===== src/rtl/icache_dm_pkg.sv =====
// Shared instruction-cache types: machine word, frame layout, controller states.
package icache_dm_pkg;

    typedef logic [31:0] word_t;

    // Geometry of the default 16-set configuration.
    localparam int IIDX_W = 4;
    localparam int ITAG_W = 30 - IIDX_W;

    typedef struct packed {
        logic              valid;
        logic [ITAG_W-1:0] tag;
        word_t             data;
    } icache_frame_t;

    typedef enum logic {
        IDLE = 1'b0,
        FILL = 1'b1
    } icache_state_t;

endpackage


===== src/rtl/icache_dm.sv =====
// Direct-mapped read-only instruction cache. Hits answer combinationally in
// IDLE; a miss parks the word address, fetches one word in FILL, installs it
// and the fetch replays as a hit in the following IDLE cycle.
module icache_dm
    import icache_dm_pkg::*;
#(
    parameter  int SETS  = 16,
    localparam int IDX_W = $clog2(SETS),
    localparam int TAG_W = 30 - IDX_W
) (
    input  logic  CLK,
    input  logic  RST,
    input  logic  imemREN,
    input  word_t imemaddr,
    output logic  ihit,
    output word_t imemload,
    input  logic  iwait,
    input  word_t iload,
    output logic  iREN,
    output word_t iaddr,
    output word_t hit_count,
    output word_t miss_count
);

    icache_state_t state_q, state_d;
    logic [29:0]   miss_addr_q, miss_addr_d;

    // Frame storage kept as parallel arrays so the tag width follows SETS.
    logic              valid_q [SETS];
    logic [TAG_W-1:0]  tag_q   [SETS];
    word_t             data_q  [SETS];

    word_t hit_count_q, miss_count_q;

    logic [IDX_W-1:0] idx;
    logic [TAG_W-1:0] tag;
    logic             hit;
    logic [IDX_W-1:0] fill_idx;
    logic [TAG_W-1:0] fill_tag;
    logic             unused_offset;

    assign idx           = imemaddr[IDX_W+1:2];
    assign tag           = imemaddr[31:IDX_W+2];
    assign hit           = imemREN & valid_q[idx] & (tag_q[idx] == tag);
    assign fill_idx      = miss_addr_q[IDX_W-1:0];
    assign fill_tag      = miss_addr_q[29:IDX_W];
    assign unused_offset = ^imemaddr[1:0];

    assign hit_count  = hit_count_q;
    assign miss_count = miss_count_q;

    // State register and the parked miss address.
    always_ff @(posedge CLK) begin
        if (RST) begin
            state_q     <= IDLE;
            miss_addr_q <= '0;
        end else begin
            state_q     <= state_d;
            miss_addr_q <= miss_addr_d;
        end
    end

    // Next state: a lookup miss starts a fill; a fill ends when memory answers.
    always_comb begin
        state_d     = state_q;
        miss_addr_d = miss_addr_q;
        if (state_q == IDLE) begin
            if (imemREN && !hit) begin
                state_d     = FILL;
                miss_addr_d = imemaddr[31:2];
            end
        end else begin
            if (!iwait) begin
                state_d = IDLE;
            end
        end
    end

    // Outputs: memory side driven only from registers; hit path only in IDLE.
    always_comb begin
        ihit     = 1'b0;
        imemload = '0;
        iREN     = 1'b0;
        iaddr    = '0;
        if (state_q == IDLE) begin
            ihit     = hit;
            imemload = hit ? data_q[idx] : '0;
        end else begin
            iREN  = 1'b1;
            iaddr = {miss_addr_q, 2'b00};
        end
    end

    // Performance counters; both wrap naturally at 2^32.
    always_ff @(posedge CLK) begin
        if (RST) begin
            hit_count_q  <= '0;
            miss_count_q <= '0;
        end else if (state_q == IDLE && imemREN) begin
            if (hit) begin
                hit_count_q  <= hit_count_q + 32'd1;
            end else begin
                miss_count_q <= miss_count_q + 32'd1;
            end
        end
    end

    // Frame array: cleared by reset, written once when a fill completes.
    always_ff @(posedge CLK) begin
        if (RST) begin
            for (int s = 0; s < SETS; s++) begin
                valid_q[s] <= 1'b0;
                tag_q[s]   <= '0;
                data_q[s]  <= '0;
            end
        end else if (state_q == FILL && !iwait) begin
            valid_q[fill_idx] <= 1'b1;
            tag_q[fill_idx]   <= fill_tag;
            data_q[fill_idx]  <= iload;
        end
    end

endmodule


===== config.mk =====
export PLATFORM = sky130hd
export DESIGN_NAME = icache_dm
export DESIGN_NICKNAME = d
export VERILOG_FILES = /design/src/rtl/icache_dm_pkg.sv /design/src/rtl/icache_dm.sv
export SDC_FILE = /design/constraint.sdc
export NUM_CORES = 1
export LEC_CHECK = 0
export BUFFER_PORTS_ARGS = -buffer_cell sky130_fd_sc_hd__buf_2
export CAP_MARGIN = 20
export CORE_MARGIN = 2
export CORE_UTILIZATION = 56
export DETAILED_ROUTE_END_ITERATION = 8
export HOLD_SLACK_MARGIN = 0.15
export PLACE_DENSITY_LB_ADDON = 0.3
export SLEW_MARGIN = 25
export SYNTH_ARGS = -nofsm -noshare
export SYNTH_HDL_FRONTEND = slang
export SYNTH_SLANG_ARGS = --single-unit

===== constraint.sdc =====
create_clock -name CLK -period 5.4 [get_ports CLK]
set_input_delay 0.27 -clock CLK [delete_from_list [all_inputs] [get_ports CLK]]
set_output_delay 0.27 -clock CLK [all_outputs]
set_load 0.01 [all_outputs]

==> impl_metrics.tcl, run 1 <==
set metrics [dict create \
    drive_gt1_share_pct 21.4 \
    vias 28400 \
    coreArea_um2 83700 \
    p_leak_nw 20.2 \
    gr-total-overflow 0 \
    synth_warnings 0 \
    wl_per_cell_um 27.7 \
    top_usage_layer "met2" \
    path_cells "mux4_2 -> xor2_1 -> a22oi_1 -> nand3_1 -> a211oi_1 -> and4_1 -> nand4b_4 -> buf_12 -> nor2b_1 -> buf_2" \
    clkTransAtPathRegs_ns 0.06 \
    cpMaxStageDelayCell "and4_1" \
    worst_setup_path_end_kind "primary output" \
    io_pins 198 \
    syn_area_per_cell_um2 14.9 \
    dieWidth_um 295 \
    ys_async_sr_fraction_pct 0 \
    finalMaxSlewViolations 0 \
    gp_congestion 0.833 \
    row_count 106 \
    ys_seq_area_share_pct 63.6 \
    ys_seq_elements 1039 \
    slowest_delay_ns 0.68 \
    die_y_um 295 \
    grt_use_met3_pct 4.85 \
    cp.arrival_ns 4.52 \
    crit_path_start_kind "flop" \
    gr-usage-met1_pct 38.4 \
    worst-slew-pin-transition_ns 1.11 \
    crit_type "flop to primary output" \
    ys_types 62 \
    grt_pass1_vias 29300 \
    p_per_area_nw_per_um2 329 \
    finClkSkew_ns 0.0193 \
    root_buffer "clkbuf_16" \
    cap_violations 0 \
    cts_buffers 106 \
    final-setup-viol-count 0 \
    start_util_pct 56.5 \
    grt_pass1_wl_um 187000 \
    cts-hold-fix-buffers 71 \
    clkLatencyLatePin_ns 0.67 \
    path_max_fanout 55 \
    clockBufferDepth 3 \
    met2_usage_pct 50.4 \
    drt-vias-per-instance 6.17 \
    dieArea_um2 86800 \
    rsz0062_at_grt "false" \
    syn_inst 3182 \
    drtIter0Drc 3397 \
    place_area_um2 49700 \
    outcome "finished, final reports clean" \
    path_delay_family "simple AND/OR/NAND/NOR gates" \
    num-nets-final 3431 \
    first_pass_iters 8 \
    post_cts_buffers 0 \
    synth-edff-count 928 \
    finalHoldViolations 0 \
    fin_ws_ns 0.614 \
    cts_tree "built" \
    dp_hpwl_um 69500 \
    drc 0 \
    numPortBuffers 193 \
    required_ns 5.13 \
    grt_max_degree 80 \
    syn_area_um2 47300 \
    grt_use_total_pct 29.6 \
    finalCriticalPeriod_ns 4.79 \
    antenna_found_initial 11 \
    final_common_cell "and2_1" \
    finish.instance_area_um2 54000 \
    final_cell_mix "967 x and2_1, 928 x edfxtp_1, 251 x mux4_2, 188 x buf_2, 111 x dfxtp_1" \
    clock_sinks 1039 \
    fmax_mhz 209 \
    synthFlopType "edfxtp_1" \
    max-slew-margin-rel_pct 26.1 \
    worst-path-buf-inv 2 \
    num-fill-cells 5926 \
    post_cts_resized 0 \
    period_share_pct 88.6 \
    synthToLayoutAreaGrowth_pct 14.1 \
    vdd_drop_max_v 0.000290 \
    post-route-util_pct 64.5 \
    htree_levels 3 \
    hp-class "primary input to flop" \
    dp_slack_ns 0.771 \
    detail-route-antenna-nets 0 \
    wirelength_um 127000 \
]
worst reg2reg max path, cell delays in order, from the launching register on:
cell and delay, ns:
edfxtp_1 0.36, mux4_2 0.49, xor2_1 0.17, a22oi_1 0.32, nand3_1 0.12, a211oi_1 0.48, and4_1 0.68, a31oi_4 0.40
buf_4 0.37, mux2i_1 0.21, nor2_1 0.06, dlygate4sd3_1 0.57
routing by layer:
metal,part of all wire [%],vias up,wire (µm)
li1,-,12100,-
met1,37,14400,46900
met2,50,1552,63800
met3,9.3,313,11800
met4,3.8,6,4810
met5,0.030,-,38
cell type report:
cell class / count / area (µm²) / share of cell area, %
Clock inverter: 70 / 698 / 1.29
Timing Repair Buffer: 338 / 2540 / 4.70
Inverter: 15 / 57.6 / 0.107
Antenna cell: 7 / 17.5 / 0.0325
Multi-Input combinational cell: 1861 / 16300 / 30.2
Sequential cell: 1039 / 30100 / 55.7
Tap cell: 1134 / 1420 / 2.63
Clock buffer: 130 / 2840 / 5.26
synthesized netlist by cell type (3+ instances only):
cell type	number	area share (%)
and2_1	967	13
edfxtp_1	928	59
mux4_2	251	12
clkbuf_1	214	1.7
dfxtp_1	111	4.7
mux2i_1	93	2.0
nor2_1	69	0.55
a21oi_1	62	0.66
o21ai_0	48	0.51
nor2b_1	46	0.61
nand2_1	41	0.33
nand3_1	33	0.35
buf_2	30	0.32
or3_1	26	0.34
xor2_1	18	0.33
a21o_1	17	0.27
and3_1	16	0.21
buf_4	15	0.24
nand4_1	14	0.19
o31ai_1	14	0.22
or4_1	14	0.22
xnor2_1	14	0.26
a22oi_1	13	0.21
inv_1	12	0.095
nand4b_1	11	0.20
and4_1	10	0.19
mux2_2	9	0.21
nor3_1	8	0.085
or2_2	7	0.093
a31o_2	6	0.11
nand2b_1	6	0.079
a31oi_1	5	0.066
buf_1	5	0.040
a211oi_1	3	0.048
a221oi_1	3	0.056
a22o_1	3	0.056
buf_6	3	0.071
mux4_1	3	0.17
o2111ai_1	3	0.056
registers in the layout, summed over array words and instances, names as in the netlist:
name,count
data_q,512
miss_count,32
tag_q,416
hit_count,32
state_q,1
miss_addr_q,30
valid_q,16
stage by stage:
stage	TNS (ns)	instances	hold WS (ns)	total power, mW
after global routing	0	4590	0.398	18.2
after global placement	0	4316	0.427	10.4
after detailed placement	0	4316	0.438	10.4
after CTS	0	4587	0.336	17.8
after floorplan	-141.29	3183	0.417	9.97
final	0	4594	0.375	17.8
power breakdown:
| group | leakage, nW | internal (mW) | total [mW] | switching (mW) |
|---|---|---|---|---|
| sequential | 10.5 | 8.99 | 9.12 | 0.123 |
| clock | 1.75 | 4.36 | 7.48 | 3.12 |
| combinational | 7.97 | 0.475 | 1.17 | 0.691 |
kinds of logic after synthesis:
kind of cell,Yosys count,share of synthesized area (%)
and+or+nand+nor,1277,16.4
DFF,1039,63.6
muxes,356,14.3
buffers and inverters,283,2.49
AOI/OAI and AO/OA,192,2.53
xor gates and xnor gates,32,0.592
adders and majority gates,2,0.0529
other,1,0.00793
worst paths after layout:
check | from | to | slack, ns | depth (start not counted)
setup / recovery | tag_q[13][21] | imemload[8] | 0.61 | 10
hold / removal | imemREN | miss_count[12] | 0.37 | 4
setup reg to reg | tag_q[13][21] | miss_addr_q[26] | 1.05 | 11
hold reg to reg | valid_q[11] | valid_q[11] | 0.45 | 1
Note: power is estimated with default switching activity, not from simulation.
==> run 2, diff against run 1 <==
Settings changed: BUFFER_PORTS_ARGS -buffer_cell sky130_fd_sc_hd__buf_2 to not set, CORE_UTILIZATION 56 to 58, DONT_BUFFER_PORTS set to 1.
==> impl_metrics.tcl, run 2 (same netlist as run 1, synthesis figures left out) <==
set metrics [dict create \
    post_cts_resized 0 \
    grt_pass1_wl_um 183000 \
    finish.instance_area_um2 52400 \
    path_cells "mux4_2 -> xor2_1 -> a22oi_1 -> nand3_1 -> a211oi_1 -> and4_1 -> nand4b_4 -> buf_4 -> nor2b_1" \
    top_usage_layer "met2" \
    path_depth 9 \
    clockBufferDepth 3 \
    p_per_area_nw_per_um2 326 \
    vias 27600 \
    grt_max_degree 231 \
    numPortBuffers 0 \
    wl_per_cell_um 29.2 \
    p_leak_nw 18.9 \
    drt-vias-per-instance 6.43 \
    intPower_mw 13.4 \
    dp_hpwl_um 64000 \
    first_pass_iters 7 \
    crit_path_start_kind "flop" \
    slowest_delay_ns 0.71 \
    drc 0 \
    worst-path-buf-inv 1 \
    grt_use_met3_pct 5.00 \
    place_area_um2 48400 \
    period_share_pct 84.7 \
    antenna_found_initial 5 \
    path_max_fanout 81 \
    finalCriticalPeriod_ns 4.57 \
    p_sw_share_pct 21.5 \
    vdd_drop_max_v 0.000262 \
    final_cell_mix "967 x and2_1, 928 x edfxtp_1, 251 x mux4_2, 111 x clkbuf_16, 110 x dfxtp_1" \
    dieWidth_um 290 \
    max-slew-margin-rel_pct 28.3 \
    worst-slew-pin-transition_ns 1.08 \
    rsz0062_at_grt "false" \
    finalHoldViolations 0 \
    cap_violations 0 \
    timing.rr.end "miss_count[29]" \
    r2r_cells 10 \
    finClkSkew_ns 0.0254 \
    die_y_um 290 \
    start_util_pct 58.6 \
    final_common_cell "and2_1" \
    post-route-util_pct 64.9 \
    clkTransAtPathRegs_ns 0.06 \
    holdWs_ns 0.170 \
    p_sw_mw 3.67 \
    hp-class "primary input to flop" \
    path_delay_family "simple AND/OR/NAND/NOR gates" \
    met2_usage_pct 51.2 \
    final-setup-viol-count 0 \
    gr-usage-met1_pct 39.2 \
    synthToLayoutAreaGrowth_pct 10.7 \
    max_flop_register "data_q" \
    finalMaxSlewViolations 0 \
    num-fill-cells 5586 \
    clkLatencyLatePin_ns 0.67 \
    required_ns 5.13 \
    worst_setup_path_end_kind "primary output" \
    reg.largest.list "data_q (512), tag_q (416)" \
    num-nets-final 3212 \
    crit_type "flop to primary output" \
    min_from "RST" \
    cp.arrival_ns 4.30 \
    gr-total-overflow 0 \
    dieArea_um2 83900 \
    largest_reg_flops 512 \
    root_buffer "clkbuf_16" \
    outcome "finished, final reports clean" \
    drive_gt1_share_pct 15.9 \
    clkPwrFrac_pct 40.8 \
    r2r-start "tag_q[12][21]" \
    crit_end "imemload[20]" \
    row_count 104 \
    fmax_mhz 219 \
    htree_levels 3 \
    io_pins 198 \
    grt_pass1_vias 28200 \
    combPwrFrac_pct 5.7 \
    clock_sinks 1039 \
    coreArea_um2 80700 \
    rrSetupSlack_ns 1.22 \
    drtIter0Drc 2966 \
    cts_buffers 106 \
    gp_congestion 0.813 \
    cts_tree "built" \
    grt_use_total_pct 30.1 \
    wirelength_um 125000 \
    cp-startpoint "tag_q[12][21]" \
    cpMaxStageDelayCell "and4_1" \
    detail-route-antenna-nets 0 \
    seqPwrFrac_pct 53.4 \
]
run 2: routing by layer:
metal  up-vias  part of all wire [%]
met3       306                   8.8
met5         -                 0.030
li1      11600                     -
met1     14100                    37
met2      1490                    50
met4         6                   3.8
run 2: worst min path at each step:
stage | end | slack (ns) | depth (start not counted)
after floorplan | miss_addr_q[10] | 0.42 | 2
after global placement | miss_count[7] | 0.35 | 1
after detailed placement | miss_count[13] | 0.35 | 1
after CTS | hit_count[19] | 0.15 | 2
after global routing | tag_q[0][3] | 0.19 | 1
final | tag_q[0][3] | 0.17 | 1
run 2: power groups by stage:
stage	clock [mW]	combinational [mW]	sequential, mW
after CTS	7.02	0.968	9.12
after floorplan	0	0.721	9.25
final	6.97	0.973	9.12
after detailed placement	0	0.864	9.28
after global placement	0	0.856	9.26
after global routing	7.35	1.01	9.14
run 2: area by class of cell:
| class | instances | area [µm²] | share of cell area [%] |
|---|---|---|---|
| Antenna cell | 2 | 5.00 | 0.00956 |
| Clock buffer | 151 | 3010 | 5.75 |
| Clock inverter | 45 | 262 | 0.499 |
| Inverter | 15 | 57.6 | 0.110 |
| Multi-Input combinational cell | 1861 | 16300 | 31.2 |
| Sequential cell | 1039 | 30100 | 57.5 |
| Tap cell | 1060 | 1330 | 2.53 |
| Timing Repair Buffer | 119 | 1280 | 2.45 |
run 2: metrics by stage:
stage	setup WS (ns)	setup TNS, ns	power (mW)	cells
final	0.828	0	17.1	4292
after global routing	0.648	0	17.5	4292
after CTS	0.825	0	17.1	4289
after detailed placement	1.26	0	10.1	4027
after global placement	1.25	0	10.1	4027
after floorplan	-0.356	-141.29	9.97	3183
run 2: timing repair:
item	4_1_cts	5_1_grt
endpoints found under the hold margin	606	0
buffers inserted	0	0
hold buffers	66	0
